File: config.mk
export PLATFORM = sky130hd
export DESIGN_NAME = imem_loader
export DESIGN_NICKNAME = d
export VERILOG_FILES = /design/src/rtl/imem_loader_pkg.sv /design/src/rtl/imem_loader.sv
export SDC_FILE = /design/constraint.sdc
export NUM_CORES = 1
export LEC_CHECK = 0
export BUFFER_PORTS_ARGS = -buffer_cell sky130_fd_sc_hd__clkbuf_2
export CAP_MARGIN = 15
export CORE_ASPECT_RATIO = 1.25
export CORE_MARGIN = 2
export CORE_UTILIZATION = 40
export DETAILED_ROUTE_END_ITERATION = 7
export MAX_ROUTING_LAYER = met4
export PLACE_DENSITY = 0.6
export SYNTH_ARGS = -nofsm -noshare
export SYNTH_HDL_FRONTEND = slang
export SYNTH_SLANG_ARGS = --single-unit
export TNS_END_PERCENT = 30
File: constraint.sdc
create_clock -name clk -period 3 [get_ports clk]
set_input_delay 0.15 -clock clk [delete_from_list [all_inputs] [get_ports clk]]
set_output_delay 0.15 -clock clk [all_outputs]
set_load 0.02 [all_outputs]
File: src/rtl/imem_loader_pkg.sv
`default_nettype none
// ============================================================================
// Module      : imem_loader_pkg
// Description : Shared definitions for the byte-stream IMEM program loader:
//               default IMEM geometry, loader state encoding and a helper
//               that classifies the states in which a load is in flight.
// Revision    : 1.0 - initial release
// ============================================================================
package imem_loader_pkg;

    // Default IMEM geometry
    localparam int unsigned c_IMEM_ADDR_WIDTH = 32;
    localparam int unsigned c_IMEM_WIDTH      = 8;
    localparam int unsigned c_IMEM_DEPTH      = 256;
    localparam int unsigned c_BASE_ADDR       = 0;

    // Loader state encoding
    typedef logic [2:0] state_t;

    localparam state_t S_IDLE   = 3'd0;
    localparam state_t S_LEN_HI = 3'd1;
    localparam state_t S_LEN_LO = 3'd2;
    localparam state_t S_LOAD   = 3'd3;
    localparam state_t S_CHECK  = 3'd4;
    localparam state_t S_DONE   = 3'd5;
    localparam state_t S_ERROR  = 3'd6;

    // A load is in flight in every state that consumes stream bytes.
    function automatic logic is_loading(input state_t s);
        return (s == S_LEN_HI) || (s == S_LEN_LO) || (s == S_LOAD) || (s == S_CHECK);
    endfunction

endpackage : imem_loader_pkg
`default_nettype wire

File: src/rtl/imem_loader.sv
`default_nettype none
// ============================================================================
// Module      : imem_loader
// Description : Byte-stream program loader. Accepts a big-endian 16-bit
//               length followed by that many payload bytes over valid/ready
//               and writes each payload byte to successive IMEM byte
//               addresses starting at BASE_ADDR. Holds the core stalled
//               (cpu_hold) while a load is in flight.
//               Optional feature macro: IMEM_LOADER_CHECKSUM_EN - a trailing
//               XOR checksum byte is accepted and compared after the payload.
// Ports       : clk, rst (sync, active-high), start,
//               in_data/in_valid/in_ready  - host byte stream
//               mem_we/mem_addr/mem_wdata  - registered IMEM write port
//               busy, done, error, cpu_hold - status (levels)
// Revision    : 1.0 - initial release
// ============================================================================
module imem_loader
    import imem_loader_pkg::*;
#(
    parameter int unsigned IMEM_ADDR_WIDTH = c_IMEM_ADDR_WIDTH,
    parameter int unsigned IMEM_WIDTH      = c_IMEM_WIDTH,
    parameter int unsigned IMEM_DEPTH      = c_IMEM_DEPTH,
    parameter int unsigned BASE_ADDR       = c_BASE_ADDR
) (
    input  logic                       clk,
    input  logic                       rst,
    input  logic                       start,
    input  logic [7:0]                 in_data,
    input  logic                       in_valid,
    output logic                       in_ready,
    output logic                       mem_we,
    output logic [IMEM_ADDR_WIDTH-1:0] mem_addr,
    output logic [7:0]                 mem_wdata,
    output logic                       busy,
    output logic                       done,
    output logic                       error,
    output logic                       cpu_hold
);

    // The loader writes one byte per IMEM cell; any other cell width is a
    // configuration error.
    generate
        if (IMEM_WIDTH != 8) begin : g_bad_width
            $error("imem_loader: IMEM_WIDTH must be 8");
        end
    endgenerate

    // One extra bit so BASE_ADDR + len cannot wrap in the bound check.
    localparam int unsigned ADDR_W1 = IMEM_ADDR_WIDTH + 1;

    state_t                     r_state;
    state_t                     w_state_nxt;
    logic [15:0]                r_len;
    logic [15:0]                r_cnt;
    logic                       r_mem_we;
    logic [IMEM_ADDR_WIDTH-1:0] r_mem_addr;
    logic [7:0]                 r_mem_wdata;

    logic                       w_accept;
    logic [15:0]                w_len_full;
    logic [ADDR_W1-1:0]         w_end;
    logic                       w_fits;
    logic                       w_last;
    logic [IMEM_ADDR_WIDTH-1:0] w_addr;

`ifdef IMEM_LOADER_CHECKSUM_EN
    logic [7:0]                 r_csum;
`endif

    // in_ready is a function of state only, so no comb path from in_valid.
    assign in_ready   = is_loading(r_state);
    assign busy       = is_loading(r_state);
    assign cpu_hold   = is_loading(r_state);
    assign done       = (r_state == S_DONE);
    assign error      = (r_state == S_ERROR);
    assign mem_we     = r_mem_we;
    assign mem_addr   = r_mem_addr;
    assign mem_wdata  = r_mem_wdata;

    assign w_accept   = in_valid && in_ready;
    // Full length as it will be once the low byte on in_data is taken.
    assign w_len_full = {r_len[15:8], in_data};
    assign w_end      = ADDR_W1'(BASE_ADDR) + ADDR_W1'(w_len_full);
    assign w_fits     = (w_end <= ADDR_W1'(IMEM_DEPTH));
    // This accept completes the payload.
    assign w_last     = (({1'b0, r_cnt} + 17'd1) == {1'b0, r_len});
    assign w_addr     = IMEM_ADDR_WIDTH'(BASE_ADDR) + IMEM_ADDR_WIDTH'(r_cnt);

    // Next-state logic
    always_comb begin
        w_state_nxt = r_state;
        case (r_state)
            S_IDLE, S_DONE, S_ERROR: begin
                if (start) w_state_nxt = S_LEN_HI;
            end
            S_LEN_HI: begin
                if (w_accept) w_state_nxt = S_LEN_LO;
            end
            S_LEN_LO: begin
                if (w_accept) begin
                    if (w_len_full == 16'd0) begin
`ifdef IMEM_LOADER_CHECKSUM_EN
                        w_state_nxt = S_CHECK;
`else
                        w_state_nxt = S_DONE;
`endif
                    end else if (!w_fits) begin
                        w_state_nxt = S_ERROR;
                    end else begin
                        w_state_nxt = S_LOAD;
                    end
                end
            end
            S_LOAD: begin
                if (w_accept && w_last) begin
`ifdef IMEM_LOADER_CHECKSUM_EN
                    w_state_nxt = S_CHECK;
`else
                    w_state_nxt = S_DONE;
`endif
                end
            end
`ifdef IMEM_LOADER_CHECKSUM_EN
            S_CHECK: begin
                if (w_accept) begin
                    w_state_nxt = (in_data == r_csum) ? S_DONE : S_ERROR;
                end
            end
`endif
            default: w_state_nxt = S_IDLE;
        endcase
    end

    // State register and write datapath
    always_ff @(posedge clk) begin
        if (rst) begin
            r_state     <= S_IDLE;
            r_len       <= 16'd0;
            r_cnt       <= 16'd0;
            r_mem_we    <= 1'b0;
            r_mem_addr  <= IMEM_ADDR_WIDTH'(BASE_ADDR);
            r_mem_wdata <= 8'd0;
`ifdef IMEM_LOADER_CHECKSUM_EN
            r_csum      <= 8'd0;
`endif
        end else begin
            r_state  <= w_state_nxt;
            r_mem_we <= 1'b0;
            if (w_accept) begin
                case (r_state)
                    S_LEN_HI: r_len[15:8] <= in_data;
                    S_LEN_LO: begin
                        r_len[7:0] <= in_data;
                        r_cnt      <= 16'd0;
`ifdef IMEM_LOADER_CHECKSUM_EN
                        r_csum     <= 8'd0;
`endif
                    end
                    S_LOAD: begin
                        r_mem_we    <= 1'b1;
                        r_mem_addr  <= w_addr;
                        r_mem_wdata <= in_data;
                        r_cnt       <= r_cnt + 16'd1;
`ifdef IMEM_LOADER_CHECKSUM_EN
                        r_csum      <= r_csum ^ in_data;
`endif
                    end
                    default: ;
                endcase
            end
        end
    end

endmodule : imem_loader
`default_nettype wire

==> results of run 1 <==
-- registers in the layout, indices dropped and copies added, names as in the netlist --
signal	flops
mem_addr	16
mem_wdata	8
mem_we	1
r_cnt	16
r_len	16
r_state	3
-- synthesized netlist by cell type (all sizes together), types with 2 or more instances --
library cell   n  area [um2]
dfxtp         60        1200
nor3           6        30.0
or3            4        26.3
o21ai         25         129
o22ai          3        18.8
or2b           4        30.0
mux2i         11         110
buf           29         218
o31ai          3        22.5
or2            2        12.5
clkbuf        19        73.8
nor4           4        25.0
a21oi         43         215
nor2          32         120
nand3          8        40.0
xnor2          8        70.1
nand2b         3        18.8
and2           2        13.8
or4            2        18.8
nand4          8        50.1
nor3b          4        30.0
and4           4        40.0
nor2b          2        12.5
nand2         79         297
xor2          10        87.6
inv            3        11.3
and3           5        37.5
a31oi          2        12.5
mux2           2        22.5
o211ai         2        15.0
a211oi         3        22.5
a221oi         2        17.5
-- power by group --
| part | internal (mW) | total, mW | switching [mW] |
|---|---|---|---|
| combinational | 0.109 | 0.295 | 0.186 |
| sequential | 0.823 | 0.863 | 0.0400 |
| clock | 0.379 | 0.689 | 0.310 |
| total | 1.31 | 1.85 | 0.536 |
-- metrics by stage --
stage,setup WS [ns],hold slack [ns]
final,0.505,0.0709
after global routing,0.320,0.0654
after CTS,0.501,0.0617
after detailed placement,0.525,0.436
after global placement,0.588,0.427
after floorplan,0.826,0.286
-- metal layers --
metal / GRT usage (%) / wire [um]
met4: 7.94 / 142
met1: 22.9 / 3430
met2: 30.3 / 3570
met3: 4.52 / 464
met5: - / 0
-- layout by cell type (no fill, tap or decap), types with 4 or more instances in the layout --
master	n
a21oi_1	43
buf_4	5
clkbuf_2	41
clkbuf_8	9
conb_1	16
dfxtp_1	60
mux2i_1	11
nand2_1	79
nand3_1	8
nand4_1	8
nor2_1	32
nor3_1	6
nor3b_1	4
nor4_1	4
o21ai_0	24
or2b_1	4
xnor2_1	8
xor2_1	10
-- worst max path at each step --
stage,to,start,slack (ns),cells after the start
after floorplan,r_state[2],r_cnt[1],0.83,8
after global placement,r_state[2],r_cnt[2],0.59,7
after detailed placement,r_state[2],r_cnt[2],0.52,7
after CTS,r_state[2],r_cnt[2],0.50,7
after global routing,r_state[2],r_cnt[2],0.32,7
final,r_state[2],r_cnt[2],0.51,7
-- worst min-delay path: stages --
cell and delay, ns:
clkbuf_2 0.11, nand2_1 0.06, a21oi_1 0.05
-- logic make-up (layout without fill, tap and decap cells) --
kind of cell,count (synthesis),count (layout),synth area share (%)
and+or+nand+nor,170,170,25.7
AOI/OAI and AO/OA,91,91,16.7
DFF,60,60,38.1
buffers and inverters,52,66,9.73
xor gates and xnor gates,18,18,5.01
muxes,13,13,4.21
adders and majority gates,1,1,0.397
other,1,16,0.119
-- layout make-up --
type	instances	area (um2)	share of cell area [%]
Multi-Input combinational cell	309	1700	49.1
Sequential cell	60	1200	34.7
Timing Repair Buffer	46	243	7.02
Clock buffer	11	131	3.80
Tap cell	95	119	3.44
Clock inverter	5	52.6	1.52
Inverter	4	15.0	0.434
==> impl_metrics.csv, run 1 <==
group,metric,value,unit
critical_path,timing.rr.end,"r_state[2]",
layout,post-route-cell-area,3460,um2
grt,globalRoute.totalOverflow,0,
power_and_ir_drop,irDropWorstVdd,334,uV
critical_path,critPathLaunchType,"flip-flop",
layout,final_net_count,443,
sta,fin_skew,0.00913,ns
grt,grt_pass1_wl,12400,um
critical_path,critical_path_peak_fanout,11,
placed_design,place_hpwl,5280,um
synthesis,synthesis.area_per_instance,7.76,um2
run_status,status,"finished clean",
hold_path,min_from,"in_data[6]",
critical_path,cpMaxStageDelayCell,"or4_4",
synthesis,synth.yosys.warnings,0,
sta,timing.final.max_slew_violations,0,
critical_path,cpPeakStageDelay,0.53,ns
floorplanning,die_w,83.4,um
floorplanning,fp-row-count,36,
floorplanning,fp.coreArea,7700,um2
sta,maximum_clock_frequency,401,MHz
hold_path,hold_path_cell_cnt,3,
sta,timing.final.setup_violations,0,
routing,routedWlPerCell,14.3,um
placed_design,placement.io_buffers,41,
flow_run,maxCapViolations,0,
sta,maxSlewHeadroom,35.5,%
clock_tree,tritoncts_num_sinks,60,
clock_tree,ctsHtreeMaxLevel,3,
synthesis,synth_top_flop_cell,"dfxtp_1",
critical_path,cp_top_family,"simple AND/OR/NAND/NOR gates",
routing,drc_violations_left,0,
critical_path,worst-setup-path-type,"flip-flop to flip-flop",
synthesis,distinct_cells_synth,55,
critical_path,cp_data_required_time,3.28,ns
sta,finalHoldViolCount,0,
synthesis,mappedNetlistArea,3150,um2
routing,dr.first_iter.drc_count,124,
clock_tree,tritoncts,"done",
clock_tree,cts-resized-gates,0,
hold_path,class_of_the_most_critical_hold_timing_path,"primary input to flip-flop",
routing,totalWireLength,7600,um
clock_tree,root_buffer,"clkbuf_8",
placed_design,placedCellCount,514,
layout,postLayoutCoreUtil,44.9,%
hold_path,hold-path-endpoint,"mem_wdata[6]",
floorplanning,initial_utilization,40.9,%
critical_path,cp-end-kind,"flip-flop",
floorplanning,dieHeight,103,um
routing,ratio_of_routed_vias_to_standard_cells,5.32,
routing,number_of_iterations_in_the_first_detailed_routing_pass,4,
clock_tree,postCtsHoldBufs,0,
synthesis,yosys_register_bits,60,
placed_design,placed_area,3280,um2
critical_path,timing.critical_path.cells,"and4_1 -> nand4_1 -> mux2_2 -> nor3_1 -> or4_4 -> o21ai_2 -> mux2i_1",
layout,layout-drive-gt1-share,16.6,%
power_and_ir_drop,total_leakage_power,1.32,nW
sta,worst_slew_pin_slew,0.960,ns
power_and_ir_drop,powerDensity,534,nW/um2
grt,grt_start_max_net_pins,47,
critical_path,regToRegStartpoint,"r_cnt[2]",
synthesis,post_synth_inst_count,406,
layout,n_antenna_cell,0,
layout,non_filler_instance_count_after_layout,530,
critical_path,rr_worst_depth,7,
critical_path,cp.arrival,2.78,ns
clock_tree,max-clock-path-buffers,2,
layout,n_fill_cell,810,
clock_tree,cts_inserted_buffers,9,
synthesis,asyncSetResetFlopFracSynth,0,%
sta,tns,0,ns
routing,dr_total_vias,2821,
grt,globalRouteTotalUtil,18.9,%
critical_path,regToRegSetupSlack,0.51,ns
power_and_ir_drop,power,1.85,mW
synthesis,number_of_enable_flip_flop_cells_after_synthesis,0,
synthesis,ys_seq_area_share,38.1,%
critical_path,critPathBufInv,0,
floorplanning,floorplan.io_pins,58,
grt,grt_pass1_vias,2474,
sta,rsz_0062_raised_after_global_routing,"no",
layout,syn_to_final_growth,9.85,%
floorplanning,die_area,8600,um2
placed_design,gpl.final_weighted_congestion,0.866,
sta,timing.final.crit_share,83.2,%
sta,period_minus_slack,2.49,ns
grt,initial_antenna_violation_count,0,
clock_tree,clk_latency,0.35,ns
clock_tree,path_clk_slew,0.07,ns
clock_tree,post-cts-setup-buffer-count,0,
routing,postRouteAntennaNets,0,
No activity file was read; power rests on OpenSTA's default activity.
==> run 2, diff against run 1 <==
Settings changed: ABC_AREA from default to 1.
Clock period 3 ns to 2.51 ns, I/O delays scaled along.
==> impl_metrics.csv, run 2 <==
group,metric,value,unit
layout,final_net_count,504,
clock_tree,ctsHtreeMaxLevel,3,
sta,worst_slack,0.333,ns
critical_path,cp-end-kind,"flip-flop",
sta,fin_skew,0.00643,ns
synthesis,mappedNetlistArea,3100,um2
critical_path,timing.critical_path.mode_cell,"nand2_1",
critical_path,critPathBufInv,1,
synthesis,post_synth_inst_count,452,
sta,worst_slew_pin_slew,0.551,ns
grt,grt_pass1_vias,2602,
sta,rsz_0062_raised_after_global_routing,"no",
synthesis,synth_most_common_cell,"nand2_1",
grt,globalRoute.totalOverflow,0,
synthesis,distinct_cells_synth,33,
critical_path,cpPeakStageDelay,0.46,ns
clock_tree,tritoncts,"done",
power_and_ir_drop,p_int,1.81,mW
synthesis,synth.yosys.warnings,0,
grt,globalRouteTotalUtil,21.4,%
synthesis,yosys_register_bits,60,
floorplanning,initial_utilization,41.7,%
routing,postRouteAntennaNets,0,
routing,dr.first_iter.drc_count,150,
power_and_ir_drop,seqPwrFrac,38.8,%
power_and_ir_drop,total_leakage_power,1.55,nW
layout,postLayoutCoreUtil,47.2,%
synthesis,synth_top_area_share,38.7,%
routing,ratio_of_routed_vias_to_standard_cells,5.19,
sta,timing.final.setup_violations,0,
synthesis,synth_top_flop_cell,"dfxtp_1",
synthesis,synth_top_area_cell,"dfxtp_1",
synthesis,ys_top_cells_by_area,"dfxtp_1, nand2_1, o21ai_0, nand3_1, nor2_1",
critical_path,cpMaxStageDelayCell,"dfxtp_1",
critical_path,timing.rr.end,"r_state[0]",
hold_path,class_of_the_most_critical_hold_timing_path,"primary input to flip-flop",
run_status,status,"finished clean",
layout,final_common_cell,"nand2_1",
routing,routedWlPerCell,14.0,um
critical_path,cp.arrival,2.42,ns
critical_path,critical_path_peak_fanout,7,
sta,tns,0,ns
clock_tree,post-cts-setup-buffer-count,0,
power_and_ir_drop,switching_fraction_of_total_power,38.8,%
layout,layout-drive-gt1-share,16.7,%
clock_tree,clk_latency,0.35,ns
power_and_ir_drop,clockPowerShare,30.2,%
floorplanning,die_area,8480,um2
sta,timing.final.max_slew_violations,0,
sta,period_minus_slack,2.18,ns
hold_path,hold-path-endpoint,"mem_wdata[4]",
layout,syn_to_final_growth,13.3,%
routing,totalWireLength,8250,um
routing,number_of_iterations_in_the_first_detailed_routing_pass,5,
routing,drc_violations_left,0,
synthesis,most_frequent_cells_after_synthesis,"nand2_1, dfxtp_1, nor2_1",
power_and_ir_drop,irDropWorstVdd,532,uV
critical_path,timing.critical_path.cells,"ha_1 -> nand3_1 -> nor2_4 -> nand2_1 -> nand2_1 -> nand2_1 -> nand2_1 -> nand2_1 -> nor2_1 -> nand3_1 -> o21ai_2 -> nand2_2 -> o21ai_1 -> inv_1",
hold_path,min_from,"in_data[4]",
floorplanning,floorplan.io_pins,58,
synthesis,asyncSetResetFlopFracSynth,0,%
flow_run,maxCapViolations,0,
placed_design,place_hpwl,5930,um
clock_tree,tritoncts_num_sinks,60,
floorplanning,die_w,82.8,um
grt,grt_start_max_net_pins,44,
clock_tree,path_clk_slew,0.08,ns
floorplanning,fp-row-count,35,
layout,non_filler_instance_count_after_layout,588,
critical_path,cp_data_required_time,2.76,ns
layout,n_antenna_cell,0,
sta,timing.final.crit_share,86.7,%
synthesis,number_of_enable_flip_flop_cells_after_synthesis,0,
grt,grt_pass1_wl,13000,um
clock_tree,root_buffer,"clkbuf_8",
critical_path,cp_top_family,"simple AND/OR/NAND/NOR gates",
placed_design,placedCellCount,572,
sta,maximum_clock_frequency,459,MHz
critical_path,regToRegStartpoint,"r_cnt[0]",
placed_design,placement.io_buffers,41,
synthesis,synthesis.area_per_instance,6.86,um2
critical_path,critPathLaunchType,"flip-flop",
clock_tree,postCtsHoldBufs,0,
placed_design,pre_cts_ws,0.351,ns
layout,layout.cells.most_common_list,"nand2_1, dfxtp_1, nor2_1, inv_1, o21ai_0",
power_and_ir_drop,power.switching,1.15,mW
power_and_ir_drop,powerDensity,841,nW/um2
hold_path,hold_path_cell_cnt,3,
sta,hold-worst-slack,0.0832,ns
critical_path,rr_worst_depth,14,
critical_path,worst-setup-path-type,"flip-flop to flip-flop",
clock_tree,max-clock-path-buffers,2,
grt,initial_antenna_violation_count,0,
placed_design,gpl.final_weighted_congestion,0.877,
power_and_ir_drop,comb_power_share,31.0,%
clock_tree,cts_inserted_buffers,9,
floorplanning,fp.coreArea,7440,um2
routing,dr_total_vias,3049,
critical_path,regToRegSetupSlack,0.33,ns
synthesis,ys_seq_area_share,38.7,%
sta,finalHoldViolCount,0,
clock_tree,cts-resized-gates,0,
floorplanning,dieHeight,102,um
sta,maxSlewHeadroom,63.2,%
[run 2: changes by cell type in the layout (fill, tap and decap cells not counted), moves of 9 or more]
cell,before,now
a21oi_1,43,33
inv_1,3,48
mux2i_1,11,0
nand3_1,8,42
nor2_1,32,53
o21ai_0,24,45
xor2_1,10,1
[run 2: power by group through the flow]
| stage | logic, mW | registers (mW) | clock network (mW) |
|---|---|---|---|
| floorplan | 0.687 | 1.19 | 0 |
| CTS | 0.923 | 1.15 | 0.910 |
| global placement | 0.912 | 1.17 | 0 |
| global route | 1.03 | 1.16 | 0.964 |
| detailed placement | 0.919 | 1.17 | 0 |
| finish | 0.917 | 1.15 | 0.894 |
[run 2: cell type report]
type                            instances  area [um2]
Clock buffer                            9         124
Clock inverter                          7        76.3
Fill cell                             786        3930
Inverter                               53         199
Multi-Input combinational cell        323        1570
Sequential cell                        60        1200
Tap cell                               92         115
Timing Repair Buffer                   44         228
[run 2: worst max path at each step]
| stage | from | end | slack, ns | depth (start not counted) |
|---|---|---|---|---|
| 2_1_floorplan | r_cnt[0] | r_state[0] | 0.62 | 14 |
| 3_3_place_gp | r_cnt[0] | r_state[0] | 0.40 | 14 |
| 3_5_place_dp | r_cnt[0] | r_state[2] | 0.35 | 15 |
| 4_1_cts | r_cnt[0] | r_state[2] | 0.33 | 15 |
| 5_1_grt | r_cnt[0] | r_state[2] | 0.07 | 15 |
| 6_report | r_cnt[0] | r_state[0] | 0.33 | 14 |
[run 2: cell families (layout without fill, tap and decap cells)]
group	count (synthesis)	count (layout)	share of synthesized area, %
compound gates	98	98	17.6
xor+xnor	2	2	0.565
fa+ha+maj	1	1	0.403
buf+inv	84	113	12.4
flops	60	60	38.7
other cells	1	16	0.121
simple gates	206	206	30.2
[run 2: worst min-delay path, delay by kind of cell]
family	cells	cell delay [ns]
buf+inv	1	0.13
simple gates	2	0.15
[run 2: through the flow]
stage               area [um2]  power, mW
finish                    3520       2.96
floorplan                 3160       1.88
global placement          3320       2.08
CTS                       3520       2.98
detailed placement        3320       2.08
global route              3520       3.16
[run 2: per-layer routing]
| layer | track usage, % | vias to the layer above | wire length [um] |
|---|---|---|---|
| met2 | 33.9 | 104 | 4060 |
| met1 | 26.6 | 1379 | 3560 |
| met4 | 9.58 | 0 | 208 |
| met3 | 3.71 | 17 | 426 |
| li1 | - | 1549 | - |
| met5 | - | - | 0 |
==> run 3, diff against run 2 <==
Settings changed: CORE_MARGIN 2 to default, CORE_UTILIZATION 40 to 55, PLACE_DENSITY 0.6 to 0.89.
==> impl_metrics.csv, run 3 (synthesis results as in run 2) <==
group,metric,value,unit
run_status,status,"finished clean",
hold_path,class_of_the_most_critical_hold_timing_path,"primary input to flip-flop",
critical_path,worst-setup-path-type,"flip-flop to flip-flop",
floorplanning,fp.coreArea,5440,um2
sta,maxSlewHeadroom,63.5,%
layout,post-route-cell-area,3490,um2
layout,syn_to_final_growth,12.5,%
floorplanning,floorplan.io_pins,58,
clock_tree,tritoncts_num_sinks,60,
placed_design,placement.io_buffers,41,
clock_tree,cts-resized-gates,0,
critical_path,rr_worst_depth,14,
grt,grt_pass1_vias,2838,
critical_path,critPathLaunch,"r_cnt[0]",
routing,totalWireLength,7830,um
placed_design,place_hpwl,5460,um
layout,layout.cells.most_common_list,"nand2_1, dfxtp_1, nor2_1, inv_1, o21ai_0",
routing,postRouteAntennaNets,0,
routing,ratio_of_routed_vias_to_standard_cells,5.50,
sta,tns,0,ns
power_and_ir_drop,total_leakage_power,1.54,nW
sta,fin_skew,0.00783,ns
sta,worst_slack,0.339,ns
placed_design,pre_cts_ws,0.369,ns
clock_tree,clk_latency,0.35,ns
critical_path,cp-end-kind,"flip-flop",
layout,n_antenna_cell,0,
placed_design,placed_area,3280,um2
layout,postLayoutCoreUtil,64.2,%
routing,routedWlPerCell,14.0,um
critical_path,regToRegStartpoint,"r_cnt[0]",
clock_tree,tritoncts,"done",
clock_tree,root_buffer,"clkbuf_8",
clock_tree,max-clock-path-buffers,2,
routing,dr_total_vias,3081,
critical_path,timing.rr.end,"r_state[0]",
critical_path,cp_data_required_time,2.75,ns
grt,grt_start_max_net_pins,41,
grt,globalRoute.totalOverflow,0,
sta,timing.final.crit_share,86.5,%
floorplanning,fp-row-count,30,
routing,drc_violations_left,0,
power_and_ir_drop,irDropWorstVdd,791,uV
clock_tree,path_clk_slew,0.07,ns
floorplanning,die_w,69.2,um
power_and_ir_drop,powerDensity,851,nW/um2
grt,grt_pass1_wl,13100,um
sta,maximum_clock_frequency,461,MHz
floorplanning,initial_utilization,57.0,%
sta,finalHoldViolCount,0,
sta,rsz_0062_raised_after_global_routing,"no",
sta,timing.final.max_slew_violations,0,
routing,number_of_iterations_in_the_first_detailed_routing_pass,7,
routing,dr.first_iter.drc_count,248,
critical_path,setup.worst_path.end,"r_state[0]",
layout,layout-drive-gt1-share,16.7,%
grt,globalRouteTotalUtil,28.8,%
critical_path,regToRegSetupSlack,0.34,ns
layout,final_net_count,504,
floorplanning,die_area,5950,um2
sta,period_minus_slack,2.17,ns
placed_design,gpl.final_weighted_congestion,0.937,
clock_tree,post-cts-setup-buffer-count,0,
sta,worst_slew_pin_slew,0.543,ns
layout,final_common_cell,"nand2_1",
flow_run,maxCapViolations,0,
clock_tree,postCtsHoldBufs,0,
critical_path,cp.arrival,2.41,ns
clock_tree,cts_inserted_buffers,9,
grt,initial_antenna_violation_count,0,
critical_path,critical_path_peak_fanout,7,
sta,timing.final.setup_violations,0,
critical_path,critPathLaunchType,"flip-flop",
clock_tree,ctsHtreeMaxLevel,3,
hold_path,hold_path_cell_cnt,3,
floorplanning,dieHeight,86.0,um
-- run 3: cell types whose count changed in the layout (fill, tap and decap cells not counted), sizes merged --
cell,delta
inv,-1
clkinv,-3
clkinvlp,+2
clkbuf,+2
-- run 3: final cells by class --
class                           instances  area [um2]
Fill cell                             461        1950
Multi-Input combinational cell        323        1570
Sequential cell                        60        1200
Timing Repair Buffer                   44         228
Inverter                               53         199
Clock buffer                           11         151
Tap cell                               64        80.1
Clock inverter                          5        60.1
-- run 3: worst max-delay path, cell delays in order, from the launching register on --
cell and delay (ns):
dfxtp_1 0.47, ha_1 0.23, nand2_1 0.08, nor2_1 0.23, nand3_1 0.14, nand2_1 0.11, nand2_1 0.06, nand2_1 0.07
nand2_1 0.05, nor2_1 0.09, nand3_1 0.10, o21ai_2 0.18, nand2_2 0.09, o21ai_1 0.13, inv_1 0.04
-- run 3: metrics by stage --
step | hold slack, ns | power, mW | cells
after global placement | 0.417 | 2.05 | 544
after detailed placement | 0.423 | 2.07 | 544
after global routing | 0.0980 | 3.13 | 560
after floorplan | 0.260 | 1.88 | 467
final | 0.0767 | 2.97 | 560
after CTS | 0.0724 | 2.97 | 560
-- run 3: routing by layer --
metal  vias up  global-route usage, %  routed length, um
met3        24                   6.58                534
met2       132                   47.3               3880
li1       1539                      -                  -
met1      1386                   33.1               3200
met5         -                      -                  0
met4         0                   14.1                212
-- run 3: worst min path at each step --
stage              endpoint       start
2_1_floorplan      r_len[2]  in_data[2]
3_3_place_gp   mem_wdata[6]  in_data[6]
3_5_place_dp   mem_wdata[6]  in_data[6]
4_1_cts        mem_wdata[6]  in_data[6]
5_1_grt        mem_wdata[6]  in_data[6]
6_report       mem_wdata[6]  in_data[6]
-- run 3: power by group --
part	switching [mW]	internal, mW
Clock	0.398	0.511
Combinational	0.633	0.280
Sequential	0.0800	1.07
